<file path="config.mk">
export PLATFORM = sky130hd
export DESIGN_NAME = wb_arbiter
export DESIGN_NICKNAME = d
export VERILOG_FILES = /design/src/rtl/wb_arbiter.sv
export SDC_FILE = /design/constraint.sdc
export NUM_CORES = 1
export LEC_CHECK = 0
export ABC_AREA = 1
export CAP_MARGIN = 10
export CORE_UTILIZATION = 57
export DETAILED_ROUTE_END_ITERATION = 16
export PLACE_DENSITY = 0.87
export SLEW_MARGIN = 30
export SYNTH_ARGS = -nofsm -noshare
export SYNTH_HDL_FRONTEND = slang
export SYNTH_SLANG_ARGS = --single-unit
</file>
<file path="constraint.sdc">
create_clock -name clk -period 6.5 [get_ports clk]
set_input_delay 0.975 -clock clk [delete_from_list [all_inputs] [get_ports clk]]
set_output_delay 0.975 -clock clk [all_outputs]
set_load 0.05 [all_outputs]
</file>
<file path="src/rtl/wb_arbiter.sv">
// Writeback bus arbiter: one result buffer per functional unit,
// round-robin grant of one result per cycle, flushed entries dropped.
module wb_arbiter #(
  parameter int NUM_REQ    = 4,
  parameter int IQ_SIZE    = 16,
  parameter int IQ_ADDR_W  = 4,
  parameter int REG_ADDR_W = 5,
  parameter int DATA_W     = 32
) (
  input  logic                          clk,
  input  logic                          rst,
  input  logic [NUM_REQ-1:0]            req_valid,
  output logic [NUM_REQ-1:0]            req_ready,
  input  logic [NUM_REQ*IQ_ADDR_W-1:0]  req_iqpos,
  input  logic [NUM_REQ-1:0]            req_use_rd,
  input  logic [NUM_REQ*REG_ADDR_W-1:0] req_rd,
  input  logic [NUM_REQ*DATA_W-1:0]     req_data,
  input  logic                          flush_valid,
  input  logic [IQ_SIZE-1:0]            flush_mask,
  output logic                          wb_valid,
  output logic [IQ_ADDR_W-1:0]          wb_iqpos,
  output logic                          wb_use_rd,
  output logic [REG_ADDR_W-1:0]         wb_rd,
  output logic [DATA_W-1:0]             wb_data,
  output logic [NUM_REQ-1:0]            wb_src
);

  localparam int PTR_W = (NUM_REQ > 1) ? $clog2(NUM_REQ) : 1;

  logic [NUM_REQ-1:0]                 full_q, full_d;
  logic [NUM_REQ-1:0][IQ_ADDR_W-1:0]  iqpos_q, iqpos_d;
  logic [NUM_REQ-1:0]                 use_rd_q, use_rd_d;
  logic [NUM_REQ-1:0][REG_ADDR_W-1:0] rd_q, rd_d;
  logic [NUM_REQ-1:0][DATA_W-1:0]     data_q, data_d;
  logic [PTR_W-1:0]                   rr_ptr_q, rr_ptr_d;

  logic                  wb_valid_q, wb_valid_d;
  logic [IQ_ADDR_W-1:0]  wb_iqpos_q, wb_iqpos_d;
  logic                  wb_use_rd_q, wb_use_rd_d;
  logic [REG_ADDR_W-1:0] wb_rd_q, wb_rd_d;
  logic [DATA_W-1:0]     wb_data_q, wb_data_d;
  logic [NUM_REQ-1:0]    wb_src_q, wb_src_d;

  logic [NUM_REQ-1:0] buf_kill;
  logic [NUM_REQ-1:0] in_kill;
  logic [NUM_REQ-1:0] eligible;
  logic [NUM_REQ-1:0] grant;
  logic [PTR_W-1:0]   gnt_idx;
  logic               gnt_any;

  always_comb begin
    buf_kill = '0;
    in_kill  = '0;
    eligible = '0;
    for (int i = 0; i < NUM_REQ; i++) begin
      buf_kill[i] = flush_valid & flush_mask[iqpos_q[i]];
      in_kill[i]  = flush_valid &
        flush_mask[req_iqpos[i*IQ_ADDR_W +: IQ_ADDR_W]];
      eligible[i] = full_q[i] & ~buf_kill[i];
    end
  end

  // Search starts at rr_ptr and wraps; first eligible wins.
  always_comb begin
    int idx;
    logic [PTR_W-1:0] idx_w;
    grant   = '0;
    gnt_idx = '0;
    gnt_any = 1'b0;
    for (int k = 0; k < NUM_REQ; k++) begin
      idx = int'(rr_ptr_q) + k;
      if (idx >= NUM_REQ) idx = idx - NUM_REQ;
      idx_w = PTR_W'(idx);
      if (!gnt_any && eligible[idx_w]) begin
        gnt_any       = 1'b1;
        gnt_idx       = idx_w;
        grant[idx_w]  = 1'b1;
      end
    end
  end

  assign req_ready = ~full_q | grant;

  always_comb begin
    rr_ptr_d = rr_ptr_q;
    if (gnt_any) begin
      if (gnt_idx == PTR_W'(NUM_REQ - 1)) rr_ptr_d = '0;
      else rr_ptr_d = gnt_idx + PTR_W'(1);
    end
  end

  // Grant and accept on the same unit reloads the buffer with no bubble.
  always_comb begin
    full_d   = full_q;
    iqpos_d  = iqpos_q;
    use_rd_d = use_rd_q;
    rd_d     = rd_q;
    data_d   = data_q;
    for (int i = 0; i < NUM_REQ; i++) begin
      if (grant[i] | buf_kill[i]) full_d[i] = 1'b0;
      if (req_valid[i] & req_ready[i] & ~in_kill[i]) begin
        full_d[i]   = 1'b1;
        iqpos_d[i]  = req_iqpos[i*IQ_ADDR_W +: IQ_ADDR_W];
        use_rd_d[i] = req_use_rd[i];
        rd_d[i]     = req_rd[i*REG_ADDR_W +: REG_ADDR_W];
        data_d[i]   = req_data[i*DATA_W +: DATA_W];
      end
    end
  end

  always_comb begin
    wb_valid_d  = gnt_any;
    wb_iqpos_d  = wb_iqpos_q;
    wb_use_rd_d = wb_use_rd_q;
    wb_rd_d     = wb_rd_q;
    wb_data_d   = wb_data_q;
    wb_src_d    = wb_src_q;
    if (gnt_any) begin
      wb_iqpos_d  = iqpos_q[gnt_idx];
      wb_use_rd_d = use_rd_q[gnt_idx];
      wb_rd_d     = rd_q[gnt_idx];
      wb_data_d   = data_q[gnt_idx];
      wb_src_d    = grant;
    end
  end

  always_ff @(posedge clk) begin
    if (rst) begin
      full_q      <= '0;
      iqpos_q     <= '0;
      use_rd_q    <= '0;
      rd_q        <= '0;
      data_q      <= '0;
      rr_ptr_q    <= '0;
      wb_valid_q  <= 1'b0;
      wb_iqpos_q  <= '0;
      wb_use_rd_q <= 1'b0;
      wb_rd_q     <= '0;
      wb_data_q   <= '0;
      wb_src_q    <= '0;
    end else begin
      full_q      <= full_d;
      iqpos_q     <= iqpos_d;
      use_rd_q    <= use_rd_d;
      rd_q        <= rd_d;
      data_q      <= data_d;
      rr_ptr_q    <= rr_ptr_d;
      wb_valid_q  <= wb_valid_d;
      wb_iqpos_q  <= wb_iqpos_d;
      wb_use_rd_q <= wb_use_rd_d;
      wb_rd_q     <= wb_rd_d;
      wb_data_q   <= wb_data_d;
      wb_src_q    <= wb_src_d;
    end
  end

  assign wb_valid  = wb_valid_q;
  assign wb_iqpos  = wb_iqpos_q;
  assign wb_use_rd = wb_use_rd_q;
  assign wb_rd     = wb_rd_q;
  assign wb_data   = wb_data_q;
  assign wb_src    = wb_src_q;

endmodule

</file>
==> flow_summary_export.csv <==
group,metric,value,unit
critical_path,critPathLaunchType,"input pin",
worst_hold_path,holdCritStartpoint,"wb_rd[0]$_SDFFE_PP0P_",
die,die_area,22400,µm²
final_layout,layout_common_cells,"nand2_1 (402), nand3_1 (279), clkdlybuf4s50_1 (241), dfxtp_1 (221), a21oi_1 (203)",
final_layout,fin_nets,2148,
synth,synth_top_area_share,35.6,%
synth,ys_ff_latch,221,
critical_path,critPathLaunch,"flush_mask[8]",
timing,max_slew_margin,33.6,%
routing,antenna_left,0,
timing,min_period_over_period,79.6,%
clock_tree,clkTransAtPathRegs,0.06,ns
pwr,cellPowerDensity,440,nW/µm²
die,io_pins,242,
synth,async_flop_share,0,%
routing,viasPerCell,6.21,
synth,synth.largest_area_cell,"dfxtp_1",
synth,synth_fp_nets,2016,
clock_tree,htreeDepth,1,
clock_tree,cts_resized,0,
critical_path,arrival,4.20,ns
clock_tree,cts_buffer_depth,3,
timing,setup-tns-final,0,ns
clock_tree,insertion_delay,0.53,ns
placed_design,dpl.hpwl,29600,µm
clock_tree,cts-buffers-inserted,24,
global_routing,gr-usage-all-layers,38.8,%
routing,firstDrtPassIters,5,
die,core,21200,µm²
global_routing,grt_pass1_vias,12500,
pwr,p_total,6.76,mW
clock_tree,numClockSinks,221,
timing,hold_viol,0,
timing,period_needed,5.17,ns
critical_path,worst-setup-path-type,"input pin to primary output",
flow_run,max_cap_violations,0,
synth,ys.warnings.count,0,
die,die_w,150,µm
synth,yosysUniqueCellTypes,31,
placed_design,gp_congestion,0.949,
synth,ys.flop_type,"dfxtp_1",
critical_path,worst-path-max-fanout,7,
final_layout,layout.cells.most_common,"nand2_1",
timing,clock-skew-final,0.0222,ns
die,rows,53,
timing,max_freq,193,MHz
final_layout,fin_cells,2245,
routing,wire_per_inst,19.8,µm
critical_path,end_kind,"primary output",
timing,setup_ws,1.33,ns
die,initial_core_util,58.5,%
pwr,leakagePower,6.38,nW
outcome,status,"completed",
synth,ys_seq_area_share,35.6,%
clock_tree,cts-root-buf,"clkbuf_16",
routing,wirelength,44500,µm
routing,drc,0,
placed_design,dpl_cell_area,14600,µm²
worst_hold_path,min_path_type,"flip-flop to flip-flop",
global_routing,antenna_found_initial,2,
clock_tree,cts_tree,"yes",
pwr,ir_drop,271,µV
die,die_y,150,µm
placed_design,io_buffers,241,
global_routing,grt_pass1_wl,67800,µm
timing,rsz0062_at_grt,"false",
routing,drt_iter0_drc,1576,
clock_tree,ctsHoldBuffers,0,
critical_path,required,5.52,ns
synth,synth-edff-count,0,
placed_design,placed_cells,2202,
timing,tightest_slew,0.993,ns
global_routing,grt_max_degree,96,
placed_design,dp_slack,1.44,ns
routing,vias,13900,
synth,ys_top_cells_by_area,"dfxtp_1 (36%), nand2_1 (12%), nand3_1 (11%), nand3b_1 (9.3%), a21oi_1 (8.2%)",
timing,slew_viol_final,0,
timing,setup_viol,0,
global_routing,overflow,0,
synth,netlist_area,12400,µm²
final_layout,syn2layout_area_growth,23.6,%
clock_tree,cts_setup_buffers,0,
final_layout,fin_area,15300,µm²
critical_path,rr_startpoint,"rr_ptr_q[0]$_SDFFE_PP0P_",
final_layout,drive_above_1_share,5.64,%
synth,avgSynthCellArea,6.82,µm²
synth,syn-instance-count,1821,
-- Yosys cell counts (5+ instances only) --
master,count
nand2_1,402
nand3_1,279
dfxtp_1,221
a21oi_1,203
nor2_1,170
nand3b_1,153
nand4_1,89
clkbuf_1,60
buf_2,58
inv_1,43
o21ai_0,37
buf_6,28
inv_2,17
buf_1,7
nand2_2,7
nand3_2,6
nor2_2,6
a31oi_1,5
-- sequential cells by signal, summed over array words and instances, names as in the netlist --
signal,count
data_q,128
wb_data,32
rd_q,20
iqpos_q,16
wb_rd,5
full_q,4
use_rd_q,4
wb_iqpos,4
wb_src,4
rr_ptr_q,2
wb_use_rd,1
wb_valid,1
-- critical path: stages --
cell,delay (ns)
clkdlybuf4s50_1,0.63
inv_1,0.18
nand2_1,0.11
nand3_1,0.06
nand3_1,0.07
nand3_1,0.07
nand2_1,0.09
nand2_2,0.08
nand3_1,0.13
nand2_1,0.12
nand2_2,0.11
nand2_4,0.09
inv_6,0.10
nand4_2,0.10
inv_2,0.11
nand2_1,0.14
nand3_4,0.13
clkdlybuf4s50_1,0.88
-- cells by family (layout without fill, tap and decap cells) --
kind of cell	Yosys count	after routing	share of synthesized area [%]
simple gates	1121	1121	44.4
compound gates	256	256	10.5
fa+ha+maj	4	4	0.403
buf+inv	219	366	9.06
other cells	0	2	0
flops	221	221	35.6
-- metrics by stage --
stage | hold slack (ns) | util [%]
6_report | 0.454 | 72.3
4_1_cts | 0.454 | 72.3
3_5_place_dp | 0.441 | 68.6
3_3_place_gp | 0.436 | 68.4
2_1_floorplan | 0.452 | -
5_1_grt | 0.474 | 72.3
-- layout make-up --
cell class / instances / area, µm²
inverters: 62 / 240
fillers: 1645 / 5870
flip-flops and latches: 221 / 4420
clock inverters: 8 / 108
clock buffers: 33 / 674
multi-input cells: 1381 / 6920
well taps: 275 / 344
repair buffers: 263 / 2630
diodes: 2 / 5.00
-- per-layer routing --
metal	GRT usage, %	vias to the layer above	share of wire (%)
li1	-	6455	-
met1	54.9	6529	42
met5	0	-	0
met2	60.7	861	45
met4	9.80	0	2.3
met3	6.52	94	11
-- final timing paths --
check / end / slack [ns] / depth (start not counted)
hold reg to reg: wb_rd[0]$_SDFFE_PP0P_ / 0.45 / 2
hold / removal: wb_rd[0]$_SDFFE_PP0P_ / 0.45 / 2
setup / recovery: req_ready[1] / 1.33 / 18
setup reg to reg: wb_rd[0]$_SDFFE_PP0P_ / 2.45 / 12
-- report_power, final --
| part | internal, mW | switching (mW) |
|---|---|---|
| Clock | 0.805 | 0.564 |
| Sequential | 1.61 | 0.177 |
| Combinational | 1.05 | 2.56 |
| Total | 3.46 | 3.30 |
Power figures use the tool's default switching activity.
